==> config.mk <==
export PLATFORM = sky130hd
export DESIGN_NAME = control_decode_stage
export DESIGN_NICKNAME = d
export VERILOG_FILES = /design/src/rtl/control_decode_stage.sv
export SDC_FILE = /design/constraint.sdc
export NUM_CORES = 1
export LEC_CHECK = 0
export ABC_AREA = 1
export ABC_CLOCK_PERIOD_IN_PS = 3800
export BUFFER_PORTS_ARGS = -buffer_cell sky130_fd_sc_hd__buf_2
export CORE_MARGIN = 2
export CORE_UTILIZATION = 54
export CTS_BUF_LIST = sky130_fd_sc_hd__clkbuf_2 sky130_fd_sc_hd__clkbuf_4 sky130_fd_sc_hd__clkbuf_8
export DETAILED_ROUTE_END_ITERATION = 6
export GPL_TIMING_DRIVEN = 0
export PLACE_DENSITY = 0.88
export SLEW_MARGIN = 0
export SYNTH_ARGS = -nofsm -noshare
export SYNTH_HDL_FRONTEND = slang
export SYNTH_SLANG_ARGS = --single-unit
==> constraint.sdc <==
create_clock -name clk -period 3.8 [get_ports clk]
set_input_delay 0.76 -clock clk [delete_from_list [all_inputs] [get_ports clk]]
set_output_delay 0.76 -clock clk [all_outputs]
set_load 0.1 [all_outputs]
==> src/rtl/control_decode_stage.sv <==
// Main-control decoder with a registered ID/EX control stage: load-use bubble
// insertion, hold/flush handling and a saturating illegal-opcode counter.
module control_decode_stage #(
  parameter int CNT_W     = 8,
  parameter int HAZARD_EN = 1,
  parameter int JUMP_EN   = 1
) (
  input  logic             clk,
  input  logic             rst,
  input  logic [31:0]      instr_i,
  input  logic             instr_valid_i,
  input  logic             hold_i,
  input  logic             flush_i,
  output logic [10:0]      ctrl_o,
  output logic             ctrl_valid_o,
  output logic [4:0]       ex_wreg_o,
  output logic             ex_byte_o,
  output logic             stall_o,
  output logic             illegal_o,
  output logic [CNT_W-1:0] illegal_cnt_o
);

  localparam logic [5:0] OP_R    = 6'd0;
  localparam logic [5:0] OP_J    = 6'd2;
  localparam logic [5:0] OP_BEQ  = 6'd4;
  localparam logic [5:0] OP_BNE  = 6'd5;
  localparam logic [5:0] OP_ADDI = 6'd8;
  localparam logic [5:0] OP_LB   = 6'd32;
  localparam logic [5:0] OP_LW   = 6'd35;
  localparam logic [5:0] OP_SB   = 6'd40;
  localparam logic [5:0] OP_SW   = 6'd43;

  localparam logic [10:0] CW_R    = 11'h182;
  localparam logic [10:0] CW_J    = 11'h400;
  localparam logic [10:0] CW_BEQ  = 11'h050;
  localparam logic [10:0] CW_BNE  = 11'h250;
  localparam logic [10:0] CW_ADDI = 11'h0E2;
  localparam logic [10:0] CW_LOAD = 11'h02B;
  localparam logic [10:0] CW_STOR = 11'h024;

  localparam logic [CNT_W-1:0] CNT_MAX = {CNT_W{1'b1}};

  typedef enum logic {ST_RUN, ST_BUBBLE} state_t;

  state_t      state_q, state_d;
  logic [5:0]  opcode;
  logic [4:0]  rs, rt, rd;
  logic [10:0] dec_ctrl;
  logic        dec_legal, dec_byte, dec_jump, dec_uses_rt;
  logic [4:0]  dec_wreg;
  logic        haz_raw, haz;
  logic        load_dec, count_ill;
  logic        unused_bits;

  assign opcode      = instr_i[31:26];
  assign rs          = instr_i[25:21];
  assign rt          = instr_i[20:16];
  assign rd          = instr_i[15:11];
  assign unused_bits = ^instr_i[10:0];

  always_comb begin
    dec_ctrl    = 11'h000;
    dec_legal   = 1'b1;
    dec_byte    = 1'b0;
    dec_jump    = 1'b0;
    dec_uses_rt = 1'b0;
    case (opcode)
      OP_R:    begin dec_ctrl = CW_R;    dec_uses_rt = 1'b1; end
      OP_J: begin
        if (JUMP_EN != 0) begin
          dec_ctrl = CW_J;
          dec_jump = 1'b1;
        end else begin
          dec_legal = 1'b0;
        end
      end
      OP_BEQ:  begin dec_ctrl = CW_BEQ;  dec_uses_rt = 1'b1; end
      OP_BNE:  begin dec_ctrl = CW_BNE;  dec_uses_rt = 1'b1; end
      OP_ADDI: dec_ctrl = CW_ADDI;
      OP_LB:   begin dec_ctrl = CW_LOAD; dec_byte = 1'b1; end
      OP_LW:   dec_ctrl = CW_LOAD;
      OP_SB:   begin dec_ctrl = CW_STOR; dec_byte = 1'b1; dec_uses_rt = 1'b1; end
      OP_SW:   begin dec_ctrl = CW_STOR; dec_uses_rt = 1'b1; end
      default: dec_legal = 1'b0;
    endcase
  end

  assign dec_wreg = dec_ctrl[8] ? rd : rt;

  // Only a load sitting in EX can create a load-use hazard; $0 never does.
  assign haz_raw = ctrl_valid_o & ctrl_o[3] & (ex_wreg_o != 5'd0) & instr_valid_i &
                   (((ex_wreg_o == rs) & ~dec_jump) | ((ex_wreg_o == rt) & dec_uses_rt));
  assign haz     = (HAZARD_EN != 0) & haz_raw;
  assign stall_o = haz & ~flush_i;

  always_comb begin
    state_d   = state_q;
    load_dec  = 1'b0;
    count_ill = 1'b0;
    if (!hold_i) begin
      state_d = ST_RUN;
      if (flush_i) begin
        load_dec = 1'b0;
      end else if (stall_o && state_q == ST_RUN) begin
        state_d = ST_BUBBLE;
      end else if (instr_valid_i && dec_legal) begin
        load_dec = 1'b1;
      end else if (instr_valid_i) begin
        count_ill = 1'b1;
      end
    end
  end

  always_ff @(posedge clk or posedge rst) begin
    if (rst) begin
      state_q <= ST_RUN;
    end else begin
      state_q <= state_d;
    end
  end

  // Anything that is not a normal legal load becomes a bubble in EX.
  always_ff @(posedge clk or posedge rst) begin
    if (rst) begin
      ctrl_o        <= 11'h000;
      ctrl_valid_o  <= 1'b0;
      ex_wreg_o     <= 5'd0;
      ex_byte_o     <= 1'b0;
      illegal_o     <= 1'b0;
      illegal_cnt_o <= '0;
    end else if (hold_i) begin
      illegal_o <= 1'b0;
    end else begin
      illegal_o <= count_ill;
      if (load_dec) begin
        ctrl_o       <= dec_ctrl;
        ctrl_valid_o <= 1'b1;
        ex_wreg_o    <= dec_wreg;
        ex_byte_o    <= dec_byte;
      end else begin
        ctrl_o       <= 11'h000;
        ctrl_valid_o <= 1'b0;
        ex_wreg_o    <= 5'd0;
        ex_byte_o    <= 1'b0;
      end
      if (count_ill && illegal_cnt_o != CNT_MAX) begin
        illegal_cnt_o <= illegal_cnt_o + 1'b1;
      end
    end
  end

endmodule

-- After elaboration in Yosys (flattened, before gate mapping)
Cells that the tools add are included.
- flip-flop bits (word level): 28
- input bits: 37
- output and inout port bits: 28
- logic and storage cells: 64
- add/sub/neg operators: 1
- equality and inequality tests: 11
- muxes and demuxes: 22
- bitwise operators: 12
- reduce and logical (&&, ||, !) cells: 11
- operator list (cell ; number):
    one-hot mux 11 bit (7 select lines) ; 1
    equality test 6 bit (second input constant) ; 4
    2-to-1 mux 1 bit ; 18
    equality test 6 x 3 -> 1 bit (second input constant) ; 2
    2-to-1 mux 11 bit ; 1
    equality test 5 bit ; 2
    2-to-1 mux 5 bit ; 2
    OR reduction 9 bit ; 1
    adder 8 x 1 -> 8 bit (second input constant) ; 1
    != test 8 bit (second input constant) ; 1
    bitwise AND 1 bit ; 7
    equality test 6 x 2 -> 1 bit (second input constant) ; 1
    equality test 6 x 4 -> 1 bit (second input constant) ; 1
    zero test 6 bit ; 1
    OR reduction 2 bit ; 3
    nonzero test 5 bit ; 1
    OR reduction 5 bit ; 1
    inverter 1 bit ; 4
    logical AND 1 bit ; 3
    AND reduction 2 bit ; 1
    OR 1 bit ; 1

-- Longest topological paths before layout
Gate-level depths: netlist of run 1.
- depth in word-level cells: 13
- gate-level depth with buffers: 14
- depth with buffers taken out: 13

-- Worst setup path after synthesis of run 1
No wires, ideal clock.
- path type: flip-flop to output port
- start: register ex_wreg_o[3]
- end: output port stall_o
- arrival time: 2.994 ns
- data required time: 3.040 ns
- setup slack: 0.046 ns
- cell stages (with the launch flop): 9
- path buffers: 0
- path through: dfrtp_1 -> inv_1 -> nand2_1 -> nand2_1 -> nor2_1 -> nand2_1 -> nor2_1 -> nand2_1 -> a21oi_1
- cells in the longest elaborated chain, start to end: 5
- elaborated cells between the ends (all ways): 10
- classes of those cells: eq/ne: 2; bitwise: 7; reduce/logical: 1
- ends and longest elaborated chain (element ; RTL line ; source):
    start, declared ; 16 ; output logic [4:0] ex_wreg_o,
    start signal, assigned ; 138 ; ex_wreg_o <= dec_wreg;
    equality test 5 bit / nonzero test 5 bit (equally long branches) ; 92, 91 ;
    bitwise AND 1 bit (on tied branches) ; 92, 91 ;
    OR 1 bit / bitwise AND 1 bit (equally long branches) ; 92, 91 ;
    bitwise AND 1 bit (*) ; 91 ; assign haz_raw = ctrl_valid_o & ctrl_o[3] & (ex_wreg_o != 5'd0) & instr_valid_i &
    bitwise AND 1 bit (*) ; 94 ; assign stall_o = haz & ~flush_i;
    end, declared ; 18 ; output logic stall_o,
Mark *: on every way between the ends. The rest lies on a longest branch, timed or not.

-- Worst setup path in the final report of run 1
- start: input port instr_i[31]
- end: output port stall_o
- cells in the longest elaborated chain, start to end: 7
- elaborated cells between the ends (all ways): 15
- classes of those cells: eq/ne: 5; mux: 2; bitwise: 6; reduce/logical: 2
- ends and longest elaborated chain (element ; RTL line ; source):
    start, declared ; 10 ; input logic [31:0] instr_i,
    equality test 6 bit (tied with other cells) ; 67 ; case (opcode)
    OR reduction 5 bit (no source line) / 2-to-1 mux 1 bit (equally long branches) ; - ;
    2-to-1 mux 1 bit / inverter 1 bit (equally long branches) ; 67, 92 ;
    bitwise AND 1 bit ; 92 ; (((ex_wreg_o == rs) & ~dec_jump) | ((ex_wreg_o == rt) & dec_uses_rt));
    OR 1 bit (*) ; 92 ;
    bitwise AND 1 bit (*) ; 91 ;
    bitwise AND 1 bit (*) ; 94 ;
Marked as above.

==> results of run 1 <==
[critical path: cells and delay by family]
family | cells | cell delay (ps)
buf+inv | 3 | 600
compound gates | 1 | 120
simple gates | 5 | 690
[cell type report]
type                            instances  area [um2]  share of cell area (%)
Sequential cell                        27         676                    34.7
Buffer                                  3        22.5                    1.16
Clock inverter                          1        5.00                   0.257
Tap cell                               31        38.8                    1.99
Timing Repair Buffer                   53         265                    13.6
Clock buffer                            3        22.5                    1.16
Multi-Input combinational cell        164         827                    42.5
Inverter                               24        90.1                    4.63
[through the flow]
stage / std cells / cell area (um2) / hold WS (ps) / setup WS, ps
after CTS: 306 / 1950 / 501 / 880
final: 306 / 1950 / 497 / 861
after global routing: 306 / 1950 / 519 / 726
after detailed placement: 302 / 1920 / 461 / 877
after global placement: 302 / 1920 / 458 / 903
after floorplan: 218 / 1620 / 495 / 46.1
[registers in the layout (all words and copies together) (netlist names)]
| name | cells |
|---|---|
| ex_byte_o | 1 |
| ex_wreg_o | 5 |
| illegal_o | 1 |
| ctrl_o | 10 |
| ctrl_valid_o | 1 |
| state_q | 1 |
| illegal_cnt_o | 8 |
[cells by family after synthesis]
| group | Yosys count |
|---|---|
| DFF | 27 |
| buffers and inverters | 27 |
| and+or+nand+nor | 139 |
| adders and majority gates | 1 |
| AOI/OAI and AO/OA | 13 |
| xor gates and xnor gates | 11 |
[layer usage]
layer,global-route usage [%],vias up
met1,28.8,725
met3,2.86,7
met4,10.7,0
li1,-,785
met2,39.0,50
met5,0,-
[cells in the final DEF, fill, tap and decap left out, types with 2 or more instances in the layout]
cell	Yosys	final
dfrtp_1	27	27
nand2_2	4	4
a21oi_1	2	2
nand3_1	11	11
inv_1	23	23
nand2_1	94	94
xnor2_1	6	6
o21ai_0	8	8
nor2_1	12	12
nand3_2	3	3
clkbuf_4	0	3
nor3_1	4	4
buf_2	0	53
nor2_4	2	2
xor2_1	5	5
[how the worst max path moves through the flow]
stage,slack (ps),end
floorplan,50,stall_o
global placement,900,stall_o
detailed placement,880,stall_o
CTS,880,stall_o
global route,730,stall_o
finish,860,stall_o
[power groups by stage]
| stage | Clock (mW) | Combinational, mW | Sequential [mW] |
|---|---|---|---|
| after CTS | 0.129 | 0.267 | 0.332 |
| after detailed placement | 0 | 0.266 | 0.338 |
| final | 0.129 | 0.266 | 0.333 |
| after global routing | 0.140 | 0.282 | 0.338 |
| after floorplan | 0 | 0.0707 | 0.478 |
| after global placement | 0 | 0.263 | 0.336 |
==> reports/metrics.cfg, run 1 <==
[routing]
drt_iter0_markers = 77
antenna_left = 0
drcViolationCount = 5
wl_met1_um = 1590
top_layer = met4
met3_length_um = 208
num_vias = 1567
via_per_inst = 5.12
wl_per_cell_um = 11.9
dr_wl_met2_um = 1780
first_pass_iters = 6
wirelength_um = 3640

[clock_tree]
cts_resized = 0
clock_latency_ps = 340
clkTransAtPathRegs_ps = 140
cts_made_buffers = 3
tritoncts = done
postCtsSetupRepairBufs = 0
clock_sinks = 27
htree_levels = 1
clock-root-buffer = clkbuf_4
hold_buffers = 0
clock_path_buffers = 2

[power_and_ir_drop]
p_sw_share_pct = 44.8
pwr-share-seq_pct = 45.7
ir_drop_mv = 0.409
p_clk_share_pct = 17.8
total_power_uw = 728
comb_power_share_pct = 36.5
p_leak_nw = 1.17
intPower_uw = 402
switchingPower_uw = 326
powerDensity_nw_per_um2 = 374

[grt]
grt_pass1_wl_um = 6020
antenna_found_initial = 0
grt-ovfl-total = 0
grt_max_degree = 28
track_usage_pct = 22.8
grt_pass1_vias = 1515

[logic_synthesis]
synth_area_um2 = 1620
avgSynthCellArea_um2 = 7.41
yosysUniqueCellTypes = 30
synth_top_cells_by_count = 94 x nand2_1, 27 x dfrtp_1, 23 x inv_1, 12 x nor2_1, 11 x nand3_1
synth_most_common_cell = nand2_1
synth_compound_area_share_pct = 4.49
synth.area.top_cells = dfrtp_1 42%, nand2_1 22%, inv_1 5.3%
synth_fp_nets = 256
synthFlopType = dfrtp_1
ys_ff_latch = 27
synth_xor_area_share_pct = 5.96
seq_area_frac_synth_pct = 41.8
yosys.area.top_type_share_pct = 41.8
synth-edff-count = 0
synth_cells = 218
yosysTopAreaCell = dfrtp_1
synth-simple-area-share_pct = 40.0
ys_async_sr_fraction_pct = 100
synthMuxAreaShare_pct = 0
yosysWarnings = 0
synth_fa_ha_area_share_pct = 0.775
synth_top_family_by_area = simple AND/OR/NAND/NOR gates

[worst_setup_path]
cp_data_arrival_time_ps = 2180
timing.critical_path.slowest_cell_delay_ps = 430
r2r_end = ex_wreg_o[4]
path_max_fanout = 6
critical_path.slowest_cell = buf_2
reg2reg_from = ex_wreg_o[1]
path_class = in -> out
worstRegToRegCells = 12
crit_start = instr_i[31]
critical_path.cell_chain = buf_2 > nor2_1 > nand3_2 > nand2_1 > inv_1 > nand2_2 > nand2_1 > a21oi_1 > buf_2
start_kind = input port
r2r_slack_ps = 2080
end_kind = output port
required_ps = 3040

[sta]
fin_crit_sh_pct = 77.3
finalSetupTns_ps = 0
slew_viol_final = 0
relSlewSlack_pct = 33.0
worst_pin_slew_ps = 1000
rsz0062_at_grt = no
fin_worst_skew_ps = 3.79
fmax_ghz = 0.340
finalCriticalPeriod_ps = 2940
finalSetupViolations = 0
hold_viol = 0

[die]
rows = 19
die_h_um = 58.7
core_area_um2 = 2810
fp.dieW_um = 58.7
io_pins = 65
die_area_um2 = 3440
start_util_pct = 57.6

[run_status]
status = finished, violations left
failed_checks = DRC

[min_path]
hold-path-endpoint = ctrl_o[7]
min-delay-start = ctrl_o[7]
hp-class = reg -> reg
hold_depth = 2

[place]
port_buffers = 53
post-dp-hpwl_um = 2780
gp_congestion = 0.823

[layout]
diodes = 0
syn2layout_area_growth_pct = 20.5
n_fill_cell = 255
drive_above_1_share_pct = 28.0
layout.nets = 314
postLayoutCoreUtil_pct = 69.4

[job]
cap_violations = 0

No activity file was read; power rests on OpenSTA's default activity.
==> run 2, diff against run 1 <==
--- a/config.mk
+++ b/config.mk
@@ -6,14 +6,14 @@
 export NUM_CORES = 1
 export LEC_CHECK = 0
 export ABC_AREA = 1
-export ABC_CLOCK_PERIOD_IN_PS = 3800
+export ABC_CLOCK_PERIOD_IN_PS = 2400
 export BUFFER_PORTS_ARGS = -buffer_cell sky130_fd_sc_hd__buf_2
 export CORE_MARGIN = 2
-export CORE_UTILIZATION = 54
+export CORE_UTILIZATION = 45
 export CTS_BUF_LIST = sky130_fd_sc_hd__clkbuf_2 sky130_fd_sc_hd__clkbuf_4 sky130_fd_sc_hd__clkbuf_8
 export DETAILED_ROUTE_END_ITERATION = 6
 export GPL_TIMING_DRIVEN = 0
-export PLACE_DENSITY = 0.88
+export PLACE_DENSITY = 0.78
 export SLEW_MARGIN = 0
 export SYNTH_ARGS = -nofsm -noshare
 export SYNTH_HDL_FRONTEND = slang
==> constraint.sdc (replaced) <==
create_clock -name clk -period 2.4 [get_ports clk]
set_input_delay 0.48 -clock clk [delete_from_list [all_inputs] [get_ports clk]]
set_output_delay 0.48 -clock clk [all_outputs]
set_load 0.1 [all_outputs]
==> reports/metrics.cfg, run 2 (synthesized netlist as in run 1, its figures left out) <==
[die]
io_pins = 65  ; unchanged
die_h_um = 63.9  ; +8.9%
die_area_um2 = 4080  ; +19%
core_area_um2 = 3390  ; +21%
rows = 21  ; +2
fp.dieW_um = 63.9  ; +8.9%
start_util_pct = 47.7  ; -9.9 points

[grt]
grt_util_met2_pct = 31.8  ; -7.2 points
antenna_found_initial = 0  ; unchanged
grt-ovfl-total = 0  ; unchanged
grtUsageMet1_pct = 24.0  ; -4.9 points
track_usage_pct = 18.5  ; -4.3 points
met3_usage_pct = 3.35  ; +0.49 points
grt_max_degree = 28  ; unchanged
grt_pass1_vias = 1488  ; -1.8%
top_usage_layer = met2
grt_pass1_wl_um = 6100  ; +1.4%

[routing]
drcViolationCount = 0  ; -5
wl_per_cell_um = 11.0  ; -7.8%
drt_iter0_markers = 46  ; -40%
wirelength_um = 3520  ; -3.3%
antenna_left = 0  ; unchanged
num_vias = 1528  ; -2.5%
via_per_inst = 4.76  ; -7.0%
first_pass_iters = 4  ; -2

[worst_setup_path]
end_kind = output port
required_ps = 1920  ; -1120 ps
worstRegToRegCells = 12  ; unchanged
critical_path.slowest_cell = buf_4
cp_common_cell = nand2_1
start_kind = input port
cp_top_family = simple AND/OR/NAND/NOR gates
r2r_end = ex_wreg_o[4]
r2r_slack_ps = 660  ; -1420 ps
reg2reg_from = ex_wreg_o[3]
path_buf_inv = 3  ; unchanged
path_max_fanout = 6  ; unchanged
critical_path.cell_chain = buf_2 > nor2_1 > nand3_2 > nand2_1 > inv_1 > nand2_2 > nand2_1 > a21oi_4 > buf_4
path_class = in -> out
timing.critical_path.slowest_cell_delay_ps = 300  ; -130 ps
cp_data_arrival_time_ps = 1800  ; -380 ps
crit_start = instr_i[31]

[power_and_ir_drop]
p_sw_share_pct = 44.5  ; -0.32 points
p_clk_share_pct = 17.6  ; -0.2 points
pwr-share-seq_pct = 45.8  ; about the same
powerDensity_nw_per_um2 = 578  ; +54%
comb_power_share_pct = 36.6  ; about the same
ir_drop_mv = 0.264  ; -35%
intPower_uw = 638  ; +59%
switchingPower_uw = 511  ; +57%
total_power_mw = 1.15  ; +58%
p_leak_nw = 1.16  ; -1.0%

[sta]
fin_crit_sh_pct = 94.9
finalSetupViolations = 0  ; unchanged
fmax_ghz = 0.439
fin_worst_skew_ps = 4.64  ; +0.846 ps
finalCriticalPeriod_ps = 2280
hold_viol = 0  ; unchanged
slew_viol_final = 0  ; unchanged
rsz0062_at_grt = no
worst_pin_slew_ps = 1020  ; +13.4 ps
relSlewSlack_pct = 32.1  ; -0.89 points

[clock_tree]
clock_latency_ps = 320  ; -20 ps
clock_path_buffers = 2  ; unchanged
cts_resized = 1  ; +1
hold_buffers = 0  ; unchanged
htree_levels = 1  ; unchanged
clock_sinks = 27  ; unchanged
postCtsSetupRepairBufs = 0  ; unchanged
clkTransAtPathRegs_ps = 150  ; about the same
clock-root-buffer = clkbuf_4
tritoncts = done
cts_made_buffers = 3  ; unchanged

[run_status]
status = finished clean

[place]
post-dp-hpwl_um = 2760  ; -0.54%
place_inst = 317  ; +5.0%
port_buffers = 53  ; unchanged
gp_congestion = 0.816  ; -0.87%

[layout]
reg.largest.list = ctrl_o x10, illegal_cnt_o x8, ex_wreg_o x5
syn2layout_area_growth_pct = 23.1
regMostFlops = ctrl_o
largest_reg_flops = 10  ; unchanged
final_cell_count_no_fill = 321  ; +4.9%
most-common-layout-cells = 94 x nand2_1, 52 x buf_2, 23 x inv_1, 22 x dfrtp_1, 12 x nor2_1
diodes = 0  ; unchanged
final_common_cell = nand2_1
layout.nets = 314  ; unchanged
drive_above_1_share_pct = 30.2  ; +2.2 points

[min_path]
hp-class = in -> async

[job]
cap_violations = 0  ; unchanged

-- run 2: cell type report --
| class | count | area (um2) |
|---|---|---|
| clock inverter | 1 | 7.51 |
| inverter | 24 | 90.1 |
| clock buffer | 3 | 22.5 |
| fill | 321 | 1400 |
| buffer | 3 | 22.5 |
| tap | 46 | 57.6 |
| timing repair buffer | 53 | 268 |
| sequential | 27 | 682 |
| multi-input combinational | 164 | 838 |
-- run 2: through the flow --
step / util [%] / hold WS, ps / area (um2) / worst slack [ps] / setup TNS [ps]
after floorplan: - / 495 / 1630 / 67.7 / 0
after global placement: 57.7 / 460 / 1960 / 28.9 / 0
after detailed placement: 57.7 / 464 / 1960 / -16.0 / -16.0
after CTS: 58.7 / 400 / 1990 / 118 / 0
after global routing: 58.7 / 424 / 1990 / 8.61 / 0
final: 58.7 / 370 / 1990 / 122 / 0
-- run 2: routing by layer --
metal  wire, um  share of wire (%)  up-vias
met5          0                  0        -
met4          0                  0        0
met3        203                5.8        0
met2       1630                 46       45
met1       1680                 48      699
li1           -                  -      784
-- run 2: power groups by stage --
| stage | registers [mW] | clock network (mW) | logic [mW] |
|---|---|---|---|
| CTS | 0.526 | 0.207 | 0.424 |
| detailed placement | 0.535 | 0 | 0.423 |
| global route | 0.535 | 0.228 | 0.451 |
| floorplan | 0.757 | 0 | 0.112 |
| finish | 0.526 | 0.202 | 0.420 |
| global placement | 0.533 | 0 | 0.418 |
-- run 2: how the worst max path moves through the flow --
stage | slack [ps] | depth (start not counted) | endpoint
floorplan | 70 | 4 | stall_o
CTS | 120 | 9 | stall_o
global placement | 30 | 9 | stall_o
detailed placement | -20 | 9 | stall_o
global route | 9 | 9 | stall_o
finish | 120 | 9 | stall_o
==> run 3, diff against run 2 <==
--- a/config.mk
+++ b/config.mk
@@ -5,15 +5,14 @@
 export SDC_FILE = /design/constraint.sdc
 export NUM_CORES = 1
 export LEC_CHECK = 0
-export ABC_AREA = 1
 export ABC_CLOCK_PERIOD_IN_PS = 2400
 export BUFFER_PORTS_ARGS = -buffer_cell sky130_fd_sc_hd__buf_2
 export CORE_MARGIN = 2
-export CORE_UTILIZATION = 45
+export CORE_UTILIZATION = 44
 export CTS_BUF_LIST = sky130_fd_sc_hd__clkbuf_2 sky130_fd_sc_hd__clkbuf_4 sky130_fd_sc_hd__clkbuf_8
 export DETAILED_ROUTE_END_ITERATION = 6
 export GPL_TIMING_DRIVEN = 0
-export PLACE_DENSITY = 0.78
+export PLACE_DENSITY = 0.77
 export SLEW_MARGIN = 0
 export SYNTH_ARGS = -nofsm -noshare
 export SYNTH_HDL_FRONTEND = slang
==> reports/metrics.cfg, run 3 <==
[worst_setup_path]
worstRegToRegCells = 8  ; -4
start_kind = flop
cp_data_arrival_time_ps = 2230  ; +430 ps
path_max_fanout = 4  ; -2
required_ps = 1920  ; about the same
end_kind = output port
path_class = reg -> out

[sta]
fin_worst_skew_ps = 2.55  ; -2.09 ps
setup_ws_ps = -313  ; -435 ps
finalSetupViolations = 3  ; +3
hold_viol = 0  ; unchanged
slew_viol_final = 0  ; unchanged
rsz0062_at_grt = yes
fin_crit_sh_pct = 113  ; +18 points
relSlewSlack_pct = 33.0  ; +0.89 points
worst_pin_slew_ps = 1000  ; -13.3 ps
fmax_ghz = 0.369  ; -16%
finalCriticalPeriod_ps = 2710  ; +435 ps

[min_path]
hp-class = in -> async

[layout]
reg.largest.list = ctrl_o x10, illegal_cnt_o x8, ex_wreg_o x5
largest_reg_flops = 10  ; unchanged
drive_above_1_share_pct = 45.4  ; +15 points
final_common_cell = buf_2
n_fill_cell = 335  ; +4.4%
final_cell_area_um2 = 2090  ; +5.2%
diodes = 0  ; unchanged
layout.nets = 255  ; -19%
regMostFlops = ctrl_o
syn2layout_area_growth_pct = 35.3
most-common-layout-cells = 50 x buf_2, 22 x dfrtp_1, 17 x nand2_1, 9 x nor2_1, 9 x o21ai_0

[logic_synthesis]
synth_most_common_cell = dfrtp_1
synthMuxAreaShare_pct = 5.58  ; +5.6 points
synth_xor_area_share_pct = 9.06  ; +3.1 points
synth_cells = 153  ; -30%
ys_ff_latch = 27  ; unchanged
synth.area.top_cells = dfrtp_1 44%, xnor2_1 6.2%, nand2_1 4.4%
synth_fa_ha_area_share_pct = 0.809  ; +0.034 points
synth_top_family_by_area = simple AND/OR/NAND/NOR gates
synth_fp_nets = 191  ; -25%
synth-edff-count = 0  ; unchanged
yosysWarnings = 0  ; unchanged
yosys.area.top_type_share_pct = 43.7  ; +1.9 points
synth_compound_area_share_pct = 14.6  ; +10 points
synth-simple-area-share_pct = 22.3  ; -18 points
ys_async_sr_fraction_pct = 100  ; unchanged
synth_area_um2 = 1550  ; -4.3%
synthFlopType = dfrtp_1
synth_top_cells_by_count = 27 x dfrtp_1, 18 x nand2_1, 11 x xnor2_1
seq_area_frac_synth_pct = 43.7  ; +1.9 points
yosysUniqueCellTypes = 43  ; +43%
avgSynthCellArea_um2 = 10.1  ; +36%
yosysTopAreaCell = dfrtp_1

[clock_tree]
clock_path_buffers = 2  ; unchanged
cts_made_buffers = 3  ; unchanged
tritoncts = done
clkTransAtPathRegs_ps = 140  ; about the same
htree_levels = 1  ; unchanged
clock_sinks = 27  ; unchanged
clock-root-buffer = clkbuf_4
clock_latency_ps = 320  ; about the same

[run_status]
status = finished, violations left
failed_checks = setup timing

[place]
post-dp-hpwl_um = 2680  ; -3.1%
place_area_um2 = 1890  ; -3.2%
gp_congestion = 0.808  ; -1.1%
pre_cts_ws_ps = -429  ; -413 ps
port_buffers = 50  ; -5.7%

[die]
io_pins = 65  ; unchanged
die_h_um = 63.3  ; -0.98%
fp.dieW_um = 63.3  ; -0.98%
rows = 21  ; unchanged
core_area_um2 = 3360  ; -0.78%
die_area_um2 = 4000  ; -1.9%
start_util_pct = 46.0  ; -1.7 points

[routing]
antenna_left = 0  ; unchanged
drt_iter0_markers = 47  ; +2.2%
via_per_inst = 5.29  ; +11%
met3_length_um = 212  ; +4.4%
dr_wl_met2_um = 1880  ; +15%
wl_per_cell_um = 14.6  ; +33%
wirelength_um = 3830  ; +8.7%
drcViolationCount = 0  ; unchanged
wl_met1_um = 1680  ; about the same
first_pass_iters = 4  ; unchanged
top_layer = met4
num_vias = 1385  ; -9.4%

[grt]
grt_pass1_wl_um = 6490  ; +6.4%
grt_pass1_vias = 1372  ; -7.8%
antenna_found_initial = 0  ; unchanged
grt_max_degree = 28  ; unchanged
grt-ovfl-total = 0  ; unchanged
track_usage_pct = 20.2  ; +1.8 points

[power_and_ir_drop]
ir_drop_mv = 0.849  ; +220%
p_leak_nw = 1.04  ; -11%
powerDensity_nw_per_um2 = 606  ; +5.0%

[job]
cap_violations = 0  ; unchanged

## run 3: cell count changes after synthesis, sizes merged, moves of 3 or more
cell	change
nor3	-4
nand3	-6
nor2	-6
xnor2	+5
mux2i	+6
inv	-22
and3	+6
buf	+3
nand2	-81
a22o	+4
a32o	+3
## run 3: final timing paths
path / start / slack (ps) / endpoint
max reg2reg: ex_wreg_o[3] / -90 / illegal_cnt_o[7]
min: rst / 370 / ctrl_o[1]
max in group asynchronous: rst / 1310 / ex_wreg_o[4]
min in group clk: instr_i[30] / 420 / ctrl_o[4]
min reg2reg: ctrl_o[10] / 500 / ctrl_o[10]
max: ex_wreg_o[1] / -310 / stall_o
## run 3: metrics by stage
step / cells / setup TNS [ps] / hold WS (ps) / power [mW] / utilization, %
3_5_place_dp: 249 / -429 / 474 / 1.05 / 56.3
4_1_cts: 259 / -425 / 403 / 1.27 / 60.5
2_1_floorplan: 153 / -1210 / 533 / 0.951 / -
6_report: 262 / -411 / 372 / 1.27 / 62.2
3_3_place_gp: 249 / -418 / 466 / 1.04 / 56.3
5_1_grt: 262 / -1090 / 403 / 1.34 / 62.2
## run 3: critical path: stages, from the launching register on
cell and delay [ps]:
dfrtp_4 540, xnor2_2 160, nand3_2 100, or3b_4 420, a2111oi_4 410, buf_6 280
## run 3: per-layer routing
| layer | GRT usage, % | vias up |
|---|---|---|
| li1 | - | 671 |
| met1 | 27.0 | 670 |
| met2 | 33.8 | 40 |
| met3 | 3.93 | 4 |
| met4 | 5.43 | 0 |
| met5 | 0 | - |
## run 3: repair_timing
action / CTS / global route
gates resized for setup: 12 / 5
hold buffers: 0 / 0
endpoints found under the setup margin: 1 / 7
pin swaps: 9 / 3
setup buffers: 6 / 3
## run 3: cells by family (layout without fill, tap and decap cells)
kind of cell,after synthesis,after routing
simple gates,62,62
compound gates,29,29
flops,27,27
xor+xnor,16,16
buf+inv,10,73
mux,8,8
fa+ha+maj,1,1
## run 3: where the power goes
| group | internal (mW) | leakage (nW) | switching (mW) | total, mW |
|---|---|---|---|---|
| clock | 0.0763 | 0.0184 | 0.132 | 0.208 |
| sequential | 0.494 | 0.359 | 0.0468 | 0.541 |
| combinational | 0.123 | 0.662 | 0.396 | 0.520 |
| total | 0.694 | 1.04 | 0.575 | 1.27 |
## run 3: cell type report
| cell class | count | area [um2] | share of cell area (%) |
|---|---|---|---|
| Sequential cell | 27 | 694 | 33.2 |
| Timing Repair Buffer | 59 | 332 | 15.8 |
| Multi-Input combinational cell | 116 | 910 | 43.5 |
| Inverter | 2 | 7.51 | 0.359 |
| Buffer | 8 | 61.3 | 2.93 |
| Clock buffer | 4 | 30.0 | 1.44 |
| Tap cell | 46 | 57.6 | 2.75 |
